File: src/rtl/i2c_pkg.sv
// Shared types and phase-count constants for the I2C address-phase master.
package i2c_pkg;

    localparam int ADDRESS_WIDTH_DEF = 7;

    // Length of each FSM segment, in SCL half periods.
    localparam int START_PHASES = 2;
    localparam int BIT_PHASES   = 16;
    localparam int ACK_PHASES   = 2;
    localparam int STOP_PHASES  = 3;

    typedef enum logic [2:0] {
        ST_IDLE,
        ST_START,
        ST_BIT,
        ST_ACK,
        ST_STOP
    } state_t;

endpackage

File: src/rtl/i2c_scl_tick.sv
// Half-period timer: counts clk cycles within one SCL phase, restarted by clear.
module i2c_scl_tick #(
    parameter int HALF_PERIOD = 4
) (
    input  logic clk,
    input  logic rst,
    input  logic clear,
    output logic last
);

    localparam int CW = $clog2(HALF_PERIOD);

    logic [CW-1:0] cnt;

    // NOTE: sequential state uses non-blocking assignments so every flop samples pre-edge values.
    always_ff @(posedge clk) begin
        if (rst || clear) begin
            cnt <= '0;
        end else begin
            cnt <= cnt + CW'(1);
        end
    end

    assign last = (cnt == CW'(HALF_PERIOD - 1));

endmodule

File: src/rtl/i2c_addr_master.sv
// I2C master that issues START, one address+R/W byte, samples ACK, then STOP.
module i2c_addr_master
    import i2c_pkg::*;
#(
    parameter int ADDRESS_WIDTH = ADDRESS_WIDTH_DEF,
    parameter int HALF_PERIOD   = 4
) (
    input  logic                     clk,
    input  logic                     rst,
    input  logic                     start_req,
    input  logic [ADDRESS_WIDTH-1:0] target_addr,
    input  logic                     rw_bit,
    input  logic                     SDA_in,
    output logic                     SCL_out,
    output logic                     SDA_out,
    output logic                     busy,
    output logic                     done,
    output logic                     ack_ok
);

    localparam int BW = ADDRESS_WIDTH + 1;

    state_t        state, state_d;
    logic [1:0]    phase, phase_d;
    logic [2:0]    bit_cnt, bit_d;
    logic [BW-1:0] byte_q, byte_d;
    logic          ack_d, done_d, scl_d, sda_d;
    logic          last;

    // The timer restarts at every phase boundary and stays cleared while idle.
    i2c_scl_tick #(.HALF_PERIOD(HALF_PERIOD)) u_tick (
        .clk   (clk),
        .rst   (rst),
        .clear ((state == ST_IDLE) || last),
        .last  (last)
    );

    // NOTE: every variable gets a default before the case so no latch is inferred.
    always_comb begin
        state_d = state;
        phase_d = phase;
        bit_d   = bit_cnt;
        byte_d  = byte_q;
        ack_d   = ack_ok;
        done_d  = 1'b0;

        unique case (state)
            ST_IDLE: if (start_req) begin
                state_d = ST_START;
                phase_d = '0;
                bit_d   = 3'(BW - 1);
                byte_d  = {target_addr, rw_bit};
            end
            ST_START: if (last) begin
                if (phase == 2'(START_PHASES - 1)) begin
                    state_d = ST_BIT;
                    phase_d = '0;
                end else begin
                    phase_d = phase + 2'd1;
                end
            end
            ST_BIT: if (last) begin
                if (phase == 2'(BIT_PHASES / 8 - 1)) begin
                    phase_d = '0;
                    bit_d   = bit_cnt - 3'd1;
                    if (bit_cnt == 3'd0) state_d = ST_ACK;
                end else begin
                    phase_d = phase + 2'd1;
                end
            end
            ST_ACK: if (last) begin
                if (phase == 2'(ACK_PHASES - 1)) begin
                    state_d = ST_STOP;
                    phase_d = '0;
                    ack_d   = ~SDA_in;
                end else begin
                    phase_d = phase + 2'd1;
                end
            end
            ST_STOP: if (last) begin
                if (phase == 2'(STOP_PHASES - 1)) begin
                    state_d = ST_IDLE;
                    phase_d = '0;
                    done_d  = 1'b1;
                end else begin
                    phase_d = phase + 2'd1;
                end
            end
            default: state_d = ST_IDLE;
        endcase

        // Pin levels decoded from the next state so the flops present them glitch-free.
        scl_d = 1'b1;
        sda_d = 1'b1;
        case (state_d)
            ST_START: begin
                scl_d = (phase_d == 2'd0);
                sda_d = 1'b0;
            end
            ST_BIT: begin
                scl_d = phase_d[0];
                sda_d = byte_d[bit_d];
            end
            ST_ACK:  scl_d = phase_d[0];
            ST_STOP: begin
                scl_d = (phase_d != 2'd0);
                sda_d = (phase_d == 2'd2);
            end
            default: ;
        endcase
    end

    always_ff @(posedge clk) begin
        if (rst) begin
            state   <= ST_IDLE;
            phase   <= '0;
            bit_cnt <= '0;
            byte_q  <= '0;
            SCL_out <= 1'b1;
            SDA_out <= 1'b1;
            busy    <= 1'b0;
            done    <= 1'b0;
            ack_ok  <= 1'b0;
        end else begin
            state   <= state_d;
            phase   <= phase_d;
            bit_cnt <= bit_d;
            byte_q  <= byte_d;
            SCL_out <= scl_d;
            SDA_out <= sda_d;
            busy    <= (state_d != ST_IDLE);
            done    <= done_d;
            ack_ok  <= ack_d;
        end
    end

endmodule

File: config.mk
export PLATFORM = sky130hd
export DESIGN_NAME = i2c_addr_master
export DESIGN_NICKNAME = d
export VERILOG_FILES = /design/src/rtl/i2c_pkg.sv /design/src/rtl/i2c_scl_tick.sv /design/src/rtl/i2c_addr_master.sv
export SDC_FILE = /design/constraint.sdc
export NUM_CORES = 1
export LEC_CHECK = 0
export BUFFER_PORTS_ARGS = -buffer_cell sky130_fd_sc_hd__buf_2
export CELL_PAD_IN_SITES_DETAIL_PLACEMENT = 0
export CELL_PAD_IN_SITES_GLOBAL_PLACEMENT = 2
export CORE_ASPECT_RATIO = 0.75
export CORE_MARGIN = 2
export CORE_UTILIZATION = 36
export CTS_CLUSTER_DIAMETER = 200
export DETAILED_ROUTE_END_ITERATION = 8
export HOLD_SLACK_MARGIN = 0.1
export PLACE_DENSITY_LB_ADDON = 0.1
export REMOVE_ABC_BUFFERS = 1
export SLEW_MARGIN = 10
export SYNTH_ARGS = -nofsm -noshare
export SYNTH_HDL_FRONTEND = slang
export SYNTH_SLANG_ARGS = --single-unit
File: constraint.sdc
create_clock -name clk -period 3.7 [get_ports clk]
set_clock_uncertainty 0.15 [all_clocks]
set_input_delay 0.37 -clock clk [delete_from_list [all_inputs] [get_ports clk]]
set_output_delay 0.37 -clock clk [all_outputs]
set_load 0.03 [all_outputs]
---- Word level (Yosys, flattened, before mapping) ----
Index checks and enable logic that the tools add are counted.
operators by class
  reduce and logical (&&, ||, !) cells .... 11
  mux-type cells .......................... 28
  order comparisons ....................... 1
  bitwise gates (word level) .............. 3
  add/sub/neg operators ................... 3
  equality and inequality tests ........... 12
operators with widths
  cell                   count
  $mux W3                13
  $mux W8                2
  $pmux W3 S5            1
  $eq A3 B2 Y1 const B   4
  $mux W2                5
  $eq A2 B2 Y1 const B   3
  $eq A3 B1 Y1 const B   2
  $eq A3 B3 Y1 const B   2
  $logic_not A3 Y1       2
  $pmux W1 S3            2
  $pmux W2 S3            1
  $pmux W3 S2            1
  $reduce_or A3 Y1       2
  $add A2 B1 Y2 const B  2
  $lt A3 B4 Y1 const B   1
  $bmux W1 S3            1
  $not A1 Y1             3
  $reduce_and A3 Y1      1
  $reduce_bool A3 Y1     1
  $sub A3 B1 Y3 const B  1
  $eq A2 B1 Y1 const B   1
  $logic_not A2 Y1       1
  $logic_or A1 B1 Y1     2
  $mux W1                2
  2 further kinds        2
storage, ports and cells
  output and inout bits ................... 5
  input port bits ......................... 12
  word-level logic and storage cells ...... 68
  register bits after elaboration ......... 23

---- Depth between registers and ports, before layout ----
Gate-level depths: netlist of the first run.
  word-level depth ........................ 8
  gate-level depth with buffers ........... 9
  mapped depth without buffers ............ 7

---- Hierarchy ----
From an unflattened synthesis of the first run, not the netlist that was laid out.
second synthesis, totals
  cells, all modules ...................... 164
  area, all modules ....................... 1381.3 um^2
modules (own cells, without submodules)
  module           sequential area each (um^2)  cells an instance  instances  area an instance (um^2)
  i2c_addr_master  420.4                        159                1          1306.3
  i2c_scl_tick     40.0                         5                  1          75.1

---- Least setup slack after synthesis of the first run ----
No wires, ideal clock.
  path type ............................... register to register
  start ................................... register u_tick.cnt[0]
  end ..................................... register SDA_out
  stages on the path, launching flop included .. 10
  path buffers ............................ 2
  clock period less this slack ............ 2000 ps
  arrival time ............................ 1755 ps
  library setup time ...................... 96 ps
  path slack .............................. 1700 ps
  required time ........................... 3454 ps
  cells stage by stage .................... dfxtp_1 -> ha_1 -> and3b_1 -> buf_6 -> and2_4 -> buf_6 -> o21ai_1 -> nand2_1 -> o221a_1 -> o41ai_2
on the way
  longest elaborated chain between the ends .. 6
  elaborated cells between the ends (all ways) .. 18
  those cells by class .................... eq/ne (5); mux (13)
RTL lines
  item                           line                    RTL
  start, declared                i2c_scl_tick.sv:13      logic [CW-1:0] cnt;
  start signal, assigned         i2c_scl_tick.sv:20      cnt <= cnt + CW'(1);
  $eq A2 B2 Y1 *                 i2c_scl_tick.sv:24      assign last = (cnt == CW'(HALF_PERIOD - 1));
  $mux W3                        i2c_addr_master.sv:62   ST_BIT: if (last) begin
  $pmux W3 S2                    i2c_addr_master.sv:47   unique case (state)
  $bmux W1 S3                    i2c_addr_master.sv:102  sda_d = byte_d[bit_d];
  $mux W1 (implied by the code)  i2c_addr_master.sv:102
  $pmux W1 S3 *                  i2c_addr_master.sv:95   case (state_d)
  end signal, assigned           i2c_addr_master.sv:120  SDA_out <= 1'b1;
  end signal, assigned           i2c_addr_master.sv:130  SDA_out <= sda_d;
  end, declared                  i2c_addr_master.sv:15   output logic SDA_out,
Mark *: on every way between the ends. The rest lies on a longest branch, timed or not. The select of a mux whose other input is x is not followed.
A chain may end at the register's enable or synchronous reset.

---- Final worst setup path of the first run ----
  start ................................... register state[2]
  end ..................................... register SDA_out
on the way
  longest elaborated chain between the ends .. 6
  elaborated cells between the ends (all ways) .. 27
  those cells by class .................... eq/ne (8); mux (17); reduce/logical (2)
RTL lines
  item                                  line                    RTL
  start, declared                       i2c_addr_master.sv:23   state_t state, state_d;
  start signal, assigned                i2c_addr_master.sv:125  state <= state_d;
  $mux W3                               i2c_addr_master.sv:66   if (bit_cnt == 3'd0) state_d = ST_ACK;
  $mux W3                               i2c_addr_master.sv:63   if (phase == 2'(BIT_PHASES / 8 - 1)) begin
  $mux W3                               i2c_addr_master.sv:62
  $pmux W3 S5                           i2c_addr_master.sv:47
  $eq A3 B3 Y1 (tied with other cells)  i2c_addr_master.sv:95
  $pmux W1 S3 *                         i2c_addr_master.sv:95
Marked as above.

==> reports/results.ini, run 1 <==
[floorplan]
start_util_pct=37.6
rows=18
core_sq_um=3290
io_pins=17
dieArea_sq_um=3920
fp.dieW_um=71.7
die_y_um=54.8

[critical_path]
cp-start-kind=flop
reg2regPathDepth=6
ff2ff_setup_slack_ps=1440
critPathKind=reg2reg
critPathLaunch=state[2]
critPathMaxFanout=15
cp.required_ps=3690
arrival_ps=2250
r2r_end=SDA_out
r2r_start=state[2]
cp-end-kind=flop

[global_routing]
grt_overflow_total=0
grt_pass1_wl_mm=4.51
grt_max_degree=24
grtUsageTotal_pct=15.2
grt_antenna_before_repair=0
grt_pass1_vias=956

[synth]
syn_area_sq_um=1240
yosysMostFrequentCell=dfxtp_1
ys_top_cells_by_count=23 x dfxtp_1, 21 x nand2_1, 12 x a21oi_1, 12 x nor2_1
yosys.area.top_type=dfxtp_1
synthCells=146
synthTopCellsByArea=dfxtp_1 37%, nand2_1 6.4%, a21oi_1 4.9%, nor2_1 3.6%, ha_1 3.0%
synth_top_area_share_pct=37.2
synthFlopType=dfxtp_1
async_flop_share_pct=0
synth_edf_count=0
syn_area_per_cell_sq_um=8.47
ys_ff_latch=23
yosysWarningCount=0
ys_types=48
synth-seq-area-share_pct=37.2

[job]
drv_cap=0

[power]
sequentialPowerShare_pct=54.2
power_frac_clock_pct=32.4
pwr_density_cell_nw_per_um2=364
p_switching_w=0.000131
p_int_w=0.000366
p_sw_share_pct=26.4
combPwrFrac_pct=13.5
cellLeakagePower_nw=0.537
ir_worst_vdd_v=0.000215

[outcome]
outcome=finished, final reports clean

[routing]
route.detailed.drc=0
vias=1085
ant_nets=0
wl_per_cell_um=13.9
drt-initial-drc-count=75
vias_per_cell=5.48
first_pass_iters=4
wl_mm=2.76

[placement]
gpl.final_weighted_congestion=0.814
dpl.hpwl_mm=1.97
dpl_cell_area_sq_um=1320
port_buffers=16

[min_path]
hold_path_startpoint=SDA_in
hold_path_end=ack_ok
hp-class=in2reg
min_path_cells=2

[timing]
period_minus_slack_ps=2260
fmax_mhz=442
slew_headroom_pct=64.7
finalSetupViolations=0
rsz0062_at_grt=no
final-hold-violation-count=0
fin_crit_sh_pct=61.1
setup_tns_ps=0
worstMarginPinSlew_ps=528
drv_slew=0

[clock_network]
cts_tree=yes
cts.path.max_buffers=2
cts_sinks=23
cts_setup_buffers=0
cts_resized=0
path_clk_slew_ps=90
htreeDepth=1
clock_latency_ps=270
numCtsBuffers=3
hold_buffers=0
root_buffer=clkbuf_8

[finish]
drive_gt1_share_pct=18.4
nets=174
syn2layout_area_growth_pct=10.3
diodes=0
fin_area_sq_um=1360
fill_cells=357

[critical path, cell delays in order (launching register included)]
cell,delay (ps)
dfxtp_1,660
or3b_2,540
o21ai_0,230
a22o_1,210
o21bai_1,70
a21oi_1,190
o41ai_2,90
[metal layers]
| metal | wire length [um] | vias to the layer above | global-route usage [%] |
|---|---|---|---|
| met5 | 0 | - | 0 |
| met4 | 32 | 0 | 5.66 |
| met3 | 154 | 4 | 4.60 |
| met2 | 1100 | 27 | 19.9 |
| met1 | 1480 | 507 | 22.8 |
| li1 | - | 547 | - |
[layout by cell type, fill, tap and decap left out, drive strengths merged, types with 2 or more instances in the layout]
cell type / instances
a31oi: 2
dfxtp: 23
nor2: 12
mux2i: 3
and2: 2
o22ai: 2
inv: 4
nand2b: 3
or2: 3
o21bai: 2
a21o: 2
ha: 3
nor4: 3
xnor2: 2
clkbuf: 4
a21oi: 12
nor2b: 3
nand3: 3
nand2: 21
o21ai: 6
a211oi: 2
buf: 17
nor4b: 2
a22oi: 3
o31ai: 2
[how the worst max path moves through the flow]
stage,endpoint,cells after the start
final,SDA_out,6
after global routing,SDA_out,7
after CTS,SDA_out,7
after detailed placement,SDA_out,7
after global placement,SDA_out,6
after floorplan,SDA_out,6
[flip-flops by register name (all words and copies together), names as in the netlist]
register    cells
SCL_out         1
SDA_out         1
ack_ok          1
bit_cnt         3
busy            1
byte_q          8
done            1
phase           2
state           3
u_tick.cnt      2
[cells by family (layout without fill, tap and decap cells)]
| logic type | Yosys count | in the layout | synth area share [%] |
|---|---|---|---|
| and+or+nand+nor | 58 | 58 | 24.1 |
| AOI/OAI and AO/OA | 43 | 43 | 23.7 |
| DFF | 23 | 23 | 37.2 |
| buffers and inverters | 13 | 25 | 5.67 |
| muxes | 4 | 4 | 3.34 |
| adders and majority gates | 3 | 3 | 3.04 |
| xor gates and xnor gates | 2 | 2 | 2.94 |
[cell type report]
cell class              instances  area (sq um)  share of cell area [%]
clock buffers                   4          45.0                    3.30
well taps                      40          50.0                    3.67
inverters                       4          15.0                    1.10
flip-flops and latches         23           460                    33.8
multi-input cells             110           706                    51.7
repair buffers                 17          87.6                    6.42
[per-stage QoR]
stage	util (%)	hold slack, ps	total power, W	std cells	setup slack, ps
after floorplan	-	254	0.000318	137	1540
after global placement	40.1	263	0.000342	194	1490
after detailed placement	40.1	275	0.000343	194	1470
after CTS	41.5	114	0.000506	198	1430
after global routing	41.5	112	0.000525	198	1200
final	41.5	120	0.000497	198	1440
[power by group through the flow]
stage	Sequential [W]	Combinational [W]	Clock [W]
global placement	0.000275	0.0000671	0
CTS	0.000269	0.0000681	0.000169
detailed placement	0.000275	0.0000676	0
global route	0.000272	0.0000760	0.000177
finish	0.000269	0.0000669	0.000161
floorplan	0.000276	0.0000426	0
(Power assumes the default switching activity.)
==> run 2: changes to the inputs <==
--- a/config.mk
+++ b/config.mk
@@ -5,12 +5,13 @@
 export SDC_FILE = /design/constraint.sdc
 export NUM_CORES = 1
 export LEC_CHECK = 0
+export ABC_AREA = 1
 export BUFFER_PORTS_ARGS = -buffer_cell sky130_fd_sc_hd__buf_2
 export CELL_PAD_IN_SITES_DETAIL_PLACEMENT = 0
 export CELL_PAD_IN_SITES_GLOBAL_PLACEMENT = 2
 export CORE_ASPECT_RATIO = 0.75
 export CORE_MARGIN = 2
-export CORE_UTILIZATION = 36
+export CORE_UTILIZATION = 28
 export CTS_CLUSTER_DIAMETER = 200
 export DETAILED_ROUTE_END_ITERATION = 8
 export HOLD_SLACK_MARGIN = 0.1
==> constraint.sdc (replaced) <==
create_clock -name clk -period 1.95 [get_ports clk]
set_clock_uncertainty 0.15 [all_clocks]
set_input_delay 0.195 -clock clk [delete_from_list [all_inputs] [get_ports clk]]
set_output_delay 0.195 -clock clk [all_outputs]
set_load 0.03 [all_outputs]
==> run 2 against run 1 <==
  * Sequential cell count unchanged
  * Clock-buffer cell count down 1
  * Combinational power rose to 2.9 times the previous value
  * Utilization down 7.0 points
  * Via count up 5.0%
  * Critical path depth up 4
  * Clock power up 99%
  * Sequential share of layout area down 3.7 points
  * Maximum frequency up 25%
  * Setup slack worse by 1300 ps
  * Worst hold slack worse by 9.4 ps
  * Synthesized cell count up 27%
  * Critical path type unchanged
  * Critical endpoint unchanged
  * Largest cell class unchanged
  * Largest power group unchanged
==> reports/results.ini, run 2 <==
[placement]
gpl.final_weighted_congestion=0.777  ; -4.5%
placed_cells=257  ; +32%
pre_cts_ws_ps=69.8  ; -1400 ps
dpl.hpwl_mm=2.35  ; +19%
port_buffers=16  ; unchanged

[finish]
largest_register=byte_q
fill_cells=503  ; +41%
nets=223  ; +28%
multi_input_area_sq_um=703  ; -0.35%
top_regs=byte_q x8, bit_cnt x3, state x3
syn2layout_area_growth_pct=18.5
drive_gt1_share_pct=26.1  ; +7.7 points
mostFrequentLayoutCell=nand2_1
largest_reg_flops=8  ; unchanged
fin_cells=264  ; +33%
layout_common_cells=41 x nand2_1, 25 x inv_1, 23 x dfxtp_1, 23 x nor2_1, 16 x buf_2
diodes=0  ; unchanged
seq_area_sq_um=460  ; unchanged

[synth]
syn_area_per_cell_sq_um=6.99  ; -17%
ys_ff_latch=23  ; unchanged
yosysMostFrequentCell=nand2_1
synthCells=185  ; +27%
synth_top_area_share_pct=35.6  ; -1.7 points
synth_compound_area_share_pct=7.83  ; -16 points
syn_area_sq_um=1290  ; +4.7%
yosys.area.top_type=dfxtp_1
synth-seq-area-share_pct=35.6  ; -1.7 points
synthFlopType=dfxtp_1
ys_top_cells_by_count=42 x nand2_1, 25 x inv_1, 23 x dfxtp_1, 23 x nor2_1, 10 x nand3_1
synth_edf_count=0  ; unchanged
synthXorXnorAreaFrac_pct=0.677  ; -2.3 points
synth_mux_area_share_pct=0  ; -3.3 points
yosys.area_share.simple_pct=42.3  ; +18 points
async_flop_share_pct=0  ; unchanged
synthTopCellsByArea=dfxtp_1 36%, nand2_1 12%, inv_1 7.3%, nor2_1 6.7%, nand3_1 3.9%
ys_types=29  ; -40%
synth_top_family_by_area=simple AND/OR/NAND/NOR gates
synth_fa_ha_area_share_pct=2.90  ; -0.14 points
yosysWarningCount=0  ; unchanged

[power]
cellLeakagePower_nw=0.745  ; +39%
ir_worst_vdd_v=0.000256  ; +19%
pwr_density_cell_nw_per_um2=668  ; +83%

[global_routing]
grt_pass1_wl_mm=5.01  ; +11%
grtUsageTotal_pct=12.6  ; -2.6 points
grt_pass1_vias=1061  ; +11%
grt_use_met1_pct=19.3  ; -3.5 points
grt_overflow_total=0  ; unchanged
grt_max_degree=15  ; -38%
grt_antenna_before_repair=0  ; unchanged
grt_busiest_layer=met1
gr-usage-met3_pct=3.90  ; -0.70 points
grt_util_met2_pct=17.2  ; -2.7 points

[floorplan]
io_pins=17  ; unchanged
fp.dieW_um=82.5  ; +15%
dieArea_sq_um=5190  ; +32%
die_y_um=62.9  ; +15%
core_sq_um=4440  ; +35%
start_util_pct=29.1  ; -8.5 points
rows=21  ; +3

[critical_path]
cp-end-kind=flop
arrival_ps=1840  ; -410 ps
r2r_start=u_tick.cnt[0]
reg2regPathDepth=10  ; +4
cp-start-kind=flop
r2r_end=SDA_out
cp.required_ps=1980  ; -1710 ps
critPathMaxFanout=8  ; -7
critPathKind=reg2reg
ff2ff_setup_slack_ps=140  ; -1300 ps

[clock_network]
path_clk_slew_ps=90  ; about the same
cts_sinks=23  ; unchanged
root_buffer=clkbuf_8
clock_latency_ps=270  ; about the same
cts_tree=yes
htreeDepth=1  ; unchanged
cts.path.max_buffers=2  ; unchanged
numCtsBuffers=3  ; unchanged

[timing]
drv_slew=0  ; unchanged
worstMarginPinSlew_ps=315  ; -213 ps
setup_tns_ps=0  ; unchanged
period_minus_slack_ps=1810  ; -453 ps
timing.hold.ws_ps=111  ; -9.36 ps
fmax_mhz=553  ; +25%
slew_headroom_pct=79.0  ; +14 points
fin_crit_sh_pct=92.8  ; +32 points
final-hold-violation-count=0  ; unchanged
rsz0062_at_grt=no
fin_ws_ps=140  ; -1300 ps
finalSetupViolations=0  ; unchanged

[min_path]
hold_path_end=byte_q[7]
hp-class=in2reg
hold_path_startpoint=target_addr[6]
min_path_cells=5  ; +3

[outcome]
outcome=finished, final reports clean

[job]
drv_cap=0  ; unchanged

[routing]
vias=1139  ; +5.0%
wl_mm=2.95  ; +6.9%
wl_per_cell_um=11.2  ; -20%
drt-initial-drc-count=81  ; +8.0%
ant_nets=0  ; unchanged
vias_per_cell=4.31  ; -21%
first_pass_iters=4  ; unchanged
route.detailed.drc=0  ; unchanged

run 2: cell count changes after synthesis, sizes merged, moves of 4 or more:
cell | previous run | this run
nor2 | 12 | 32
buf | 7 | 1
nand3 | 3 | 14
nand2 | 21 | 45
nor3 | 1 | 5
inv | 4 | 32
a21oi | 12 | 3
o21ai | 6 | 12
nand4 | 0 | 8
run 2: power breakdown:
group | leakage [nW] | internal (W) | switching (W)
Combinational | 0.534 | 0.0000750 | 0.000121
Sequential | 0.189 | 0.000497 | 0.0000115
Clock | 0.0217 | 0.000145 | 0.000175
run 2: worst max-delay path: stages (launching register included):
cell and delay [ps]:
dfxtp_1 350, ha_2 240, nand2_2 110, nor2_8 160
nor2_2 70, nor3_4 260, inv_2 50, nor2_2 110
nor2_1 60, nor2_1 100, nand2_1 50
run 2: routing by layer:
metal	routed length (um)	part of all wire [%]	up-vias
met5	0	0	-
met4	18	0.61	0
met3	135	4.6	2
met2	1140	39	18
met1	1660	56	488
li1	-	-	631
run 2: timing repair:
action	CTS	global route
endpoints found under the setup margin	0	3
hold endpoints to repair	2	0
hold buffers	2	0
resized for setup	0	4
buffers inserted	0	1
run 2: per-stage QoR:
step	instance area, sq um	util [%]	power [W]
3_5_place_dp	1450	32.5	0.000710
5_1_grt	1530	34.5	0.00110
6_report	1530	34.5	0.00102
3_3_place_gp	1450	32.5	0.000709
4_1_cts	1510	34.1	0.00104
2_1_floorplan	1280	-	0.000652
run 2: final cells by class:
class,count,area share (%)
inverters,33,8.24
clock inverters,1,0.490
well taps,57,4.65
flip-flops and latches,23,30.0
multi-input cells,126,45.9
repair buffers,21,8.00
clock buffers,3,2.69
run 2: how the worst max path moves through the flow:
stage	slack (ps)	cells past startpoint	end	startpoint
floorplan	280	10	SDA_out	u_tick.cnt[0]
finish	140	10	SDA_out	u_tick.cnt[0]
CTS	70	11	SDA_out	u_tick.cnt[0]
global route	20	10	SDA_out	state[2]
detailed placement	70	11	SDA_out	u_tick.cnt[0]
global placement	80	11	SDA_out	u_tick.cnt[0]
run 2: cell families (layout without fill, tap and decap cells):
kind of cell             after synthesis  in the layout
flip-flops                            23             23
AND/OR/NAND/NOR                      105            105
XOR/XNOR                               1              1
AO/OA/AOI/OAI                         17             17
buffers and inverters                 36             58
adder cells (fa/ha/maj)                3              3
==> run 3: changes to the inputs <==
==> constraint.sdc (replaced) <==
create_clock -name clk -period 1.95 [get_ports clk]
set_clock_uncertainty 0.15 [all_clocks]
set_input_delay 0.0975 -clock clk [delete_from_list [all_inputs] [get_ports clk]]
set_output_delay 0.0975 -clock clk [all_outputs]
set_load 0.03 [all_outputs]
==> run 3 against run 2 <==
  * First-iteration DRC count decreased by 3.7%
  * Maximum frequency decreased by 2.3%
  * Die area unchanged
  * Utilization increased by 2.1 points
  * Clock-buffer cell count unchanged
  * Final cell count increased by 3.4%
  * Setup slack got worse by 42 ps
  * Routed wire length increased by 1.6%
  * Combinational power increased by 7%
  * Critical path depth decreased by 4
  * Sequential power about the same
  * Cell area increased by 6.0%
  * Critical endpoint is now byte_q[4]
  * Largest cell class unchanged
  * Largest power group unchanged
==> reports/results.ini, run 3 (synthesis gave the netlist of run 2 again) <==
[critical_path]
cp-end-kind=flop
critPathLaunch=state[2]
arrival_ps=1870  ; +30 ps
ff2ff_setup_slack_ps=100  ; -40 ps
reg2regPathDepth=6  ; -4
cp_slowest_stage_delay_ps=550  ; +200 ps
worstPathCellList=nor2_4 -> nand3_4 -> buf_6 -> o21ai_2 -> nor2_1 -> dlygate4sd3_1
cp_slowest_cell=dlygate4sd3_1
cp_top_family=buffers and inverters
r2r_start=state[2]
r2r_end=byte_q[4]
critPathKind=reg2reg
path_depth=6  ; -4
critPathMaxFanout=9  ; +1
worstSetupEndpoint=byte_q[4]
cp.required_ps=1970  ; about the same
cp-start-kind=flop
crit_buf_inv=2  ; +1

[finish]
largest_register=byte_q
syn2layout_area_growth_pct=25.6
mostFrequentLayoutCell=nand2_1
diodes=0  ; unchanged
largest_reg_flops=8  ; unchanged
nets=232  ; +4.0%
top_regs=byte_q x8, bit_cnt x3, state x3
drive_gt1_share_pct=25.5  ; -0.62 points
fin_cells=273  ; +3.4%
layout_common_cells=41 x nand2_1, 25 x inv_1, 23 x nor2_1
post-route-util_pct=36.6  ; +2.1 points

[job]
drv_cap=0  ; unchanged

[timing]
final-hold-violation-count=0  ; unchanged
period_minus_slack_ps=1850  ; +42.4 ps
drv_slew=0  ; unchanged
rsz0062_at_grt=yes
fmax_mhz=540  ; -2.3%
setup_tns_ps=0  ; unchanged
slew_headroom_pct=81.6  ; +2.6 points
fin_crit_sh_pct=95.0  ; +2.2 points
worstMarginPinSlew_ps=276  ; -39.0 ps
finalSetupViolations=0  ; unchanged
fin_ws_ps=98.0  ; -42.4 ps

[global_routing]
grt_util_met2_pct=17.4  ; +0.20 points
gr-usage-met3_pct=3.90  ; unchanged
grt_pass1_vias=1077  ; +1.5%
grt_overflow_total=0  ; unchanged
grt_busiest_layer=met1
grt_max_degree=15  ; unchanged
grtUsageTotal_pct=12.8  ; +0.12 points
grt_use_met1_pct=19.5  ; +0.18 points
grt_antenna_before_repair=0  ; unchanged
grt_pass1_wl_mm=5.06  ; +0.96%

[floorplan]
start_util_pct=29.1  ; unchanged
dieArea_sq_um=5190  ; unchanged
die_y_um=62.9  ; unchanged
fp.dieW_um=82.5  ; unchanged
io_pins=17  ; unchanged
core_sq_um=4440  ; unchanged
rows=21  ; unchanged

[routing]
vias_per_cell=4.30  ; -0.24%
ant_nets=0  ; unchanged
wl_per_cell_um=11.0  ; -1.8%
vias=1175  ; +3.2%
first_pass_iters=4  ; unchanged
route.detailed.drc=0  ; unchanged
drt-initial-drc-count=78  ; -3.7%
wl_mm=3.00  ; +1.6%

[power]
p_switching_w=0.000308  ; +0.49%
p_int_w=0.000728  ; +1.6%
ir_worst_vdd_v=0.000256  ; -0.20%
sequentialPowerShare_pct=48.9  ; -0.8 points
pwr_density_cell_nw_per_um2=638  ; -4.5%
power_frac_clock_pct=30.8  ; -0.4 points
p_sw_share_pct=29.7  ; -0.23 points
combPwrFrac_pct=20.3  ; +1.2 points
cellLeakagePower_nw=0.786  ; +5.4%

[clock_network]
root_buffer=clkbuf_8
htreeDepth=1  ; unchanged
cts.path.max_buffers=2  ; unchanged
numCtsBuffers=3  ; unchanged
path_clk_slew_ps=90  ; about the same
clock_latency_ps=270  ; about the same
cts_sinks=23  ; unchanged
cts_tree=yes

[placement]
gpl.final_weighted_congestion=0.777  ; unchanged
pre_cts_ws_ps=69.8  ; unchanged
port_buffers=16  ; unchanged
placed_cells=257  ; unchanged
dpl.hpwl_mm=2.35  ; unchanged

[outcome]
outcome=finished, final reports clean

[min_path]
hp-class=in2reg

-- run 3: cell count changes in the layout (fill, tap and decap cells not counted) --
cell | before | now
o21ai_2 | 3 | 2
dfxtp_1 | 23 | 21
buf_4 | 3 | 2
dlygate4sd3_1 | 2 | 11
dfxtp_2 | 0 | 1
buf_6 | 0 | 1
o21ai_1 | 5 | 6
inv_2 | 6 | 7
inv_4 | 1 | 0
dfxtp_4 | 0 | 1
-- run 3: what timing repair did --
item | CTS | global route
endpoints found under the hold margin | 11 | 0
buffers inserted | 0 | 1
endpoints found under the setup margin | 0 | 4
resized for setup | 0 | 6
hold buffers | 11 | 0
-- run 3: how the worst min path moves through the flow --
stage / start / to / slack [ps] / cells after the start
3_3_place_gp: SDA_in / ack_ok / 120 / 2
3_5_place_dp: SDA_in / ack_ok / 130 / 2
5_1_grt: start_req / byte_q[2] / 160 / 4
6_report: start_req / byte_q[2] / 110 / 4
4_1_cts: start_req / byte_q[2] / 130 / 4
2_1_floorplan: rst / bit_cnt[2] / 20 / 1
-- run 3: power groups by stage --
stage               sequential [W]  combinational, W  clock, W
detailed placement        0.000519          0.000191         0
global route              0.000510          0.000239  0.000361
CTS                       0.000508          0.000210  0.000333
finish                    0.000507          0.000210  0.000319
global placement          0.000519          0.000190         0
floorplan                 0.000528          0.000124         0
-- run 3: final cells by class --
class	count	area, sq um
Inverter	33	124
Multi-Input combinational cell	126	699
Timing Repair Buffer	30	216
Fill cell	497	2820
Clock inverter	1	7.51
Tap cell	57	71.3
Clock buffer	3	41.3
Sequential cell	23	465
-- run 3: layer usage --
metal,part of all wire (%),up-vias
met5,0,-
met4,0.60,0
met3,4.9,2
met2,39,24
met1,56,502
li1,-,647
-- run 3: per-stage QoR --
stage / total power (W) / hold slack (ps) / instance area [sq um]
floorplan: 0.000652 / 19.9 / 1280
global placement: 0.000709 / 121 / 1450
detailed placement: 0.000710 / 130 / 1450
CTS: 0.00105 / 126 / 1600
global route: 0.00111 / 157 / 1630
finish: 0.00104 / 106 / 1630
-- run 3: worst min-delay path, stage by stage --
cell and delay, ps:
buf_2 150, nand4_1 100, nand2_1 70, nor2_1 70
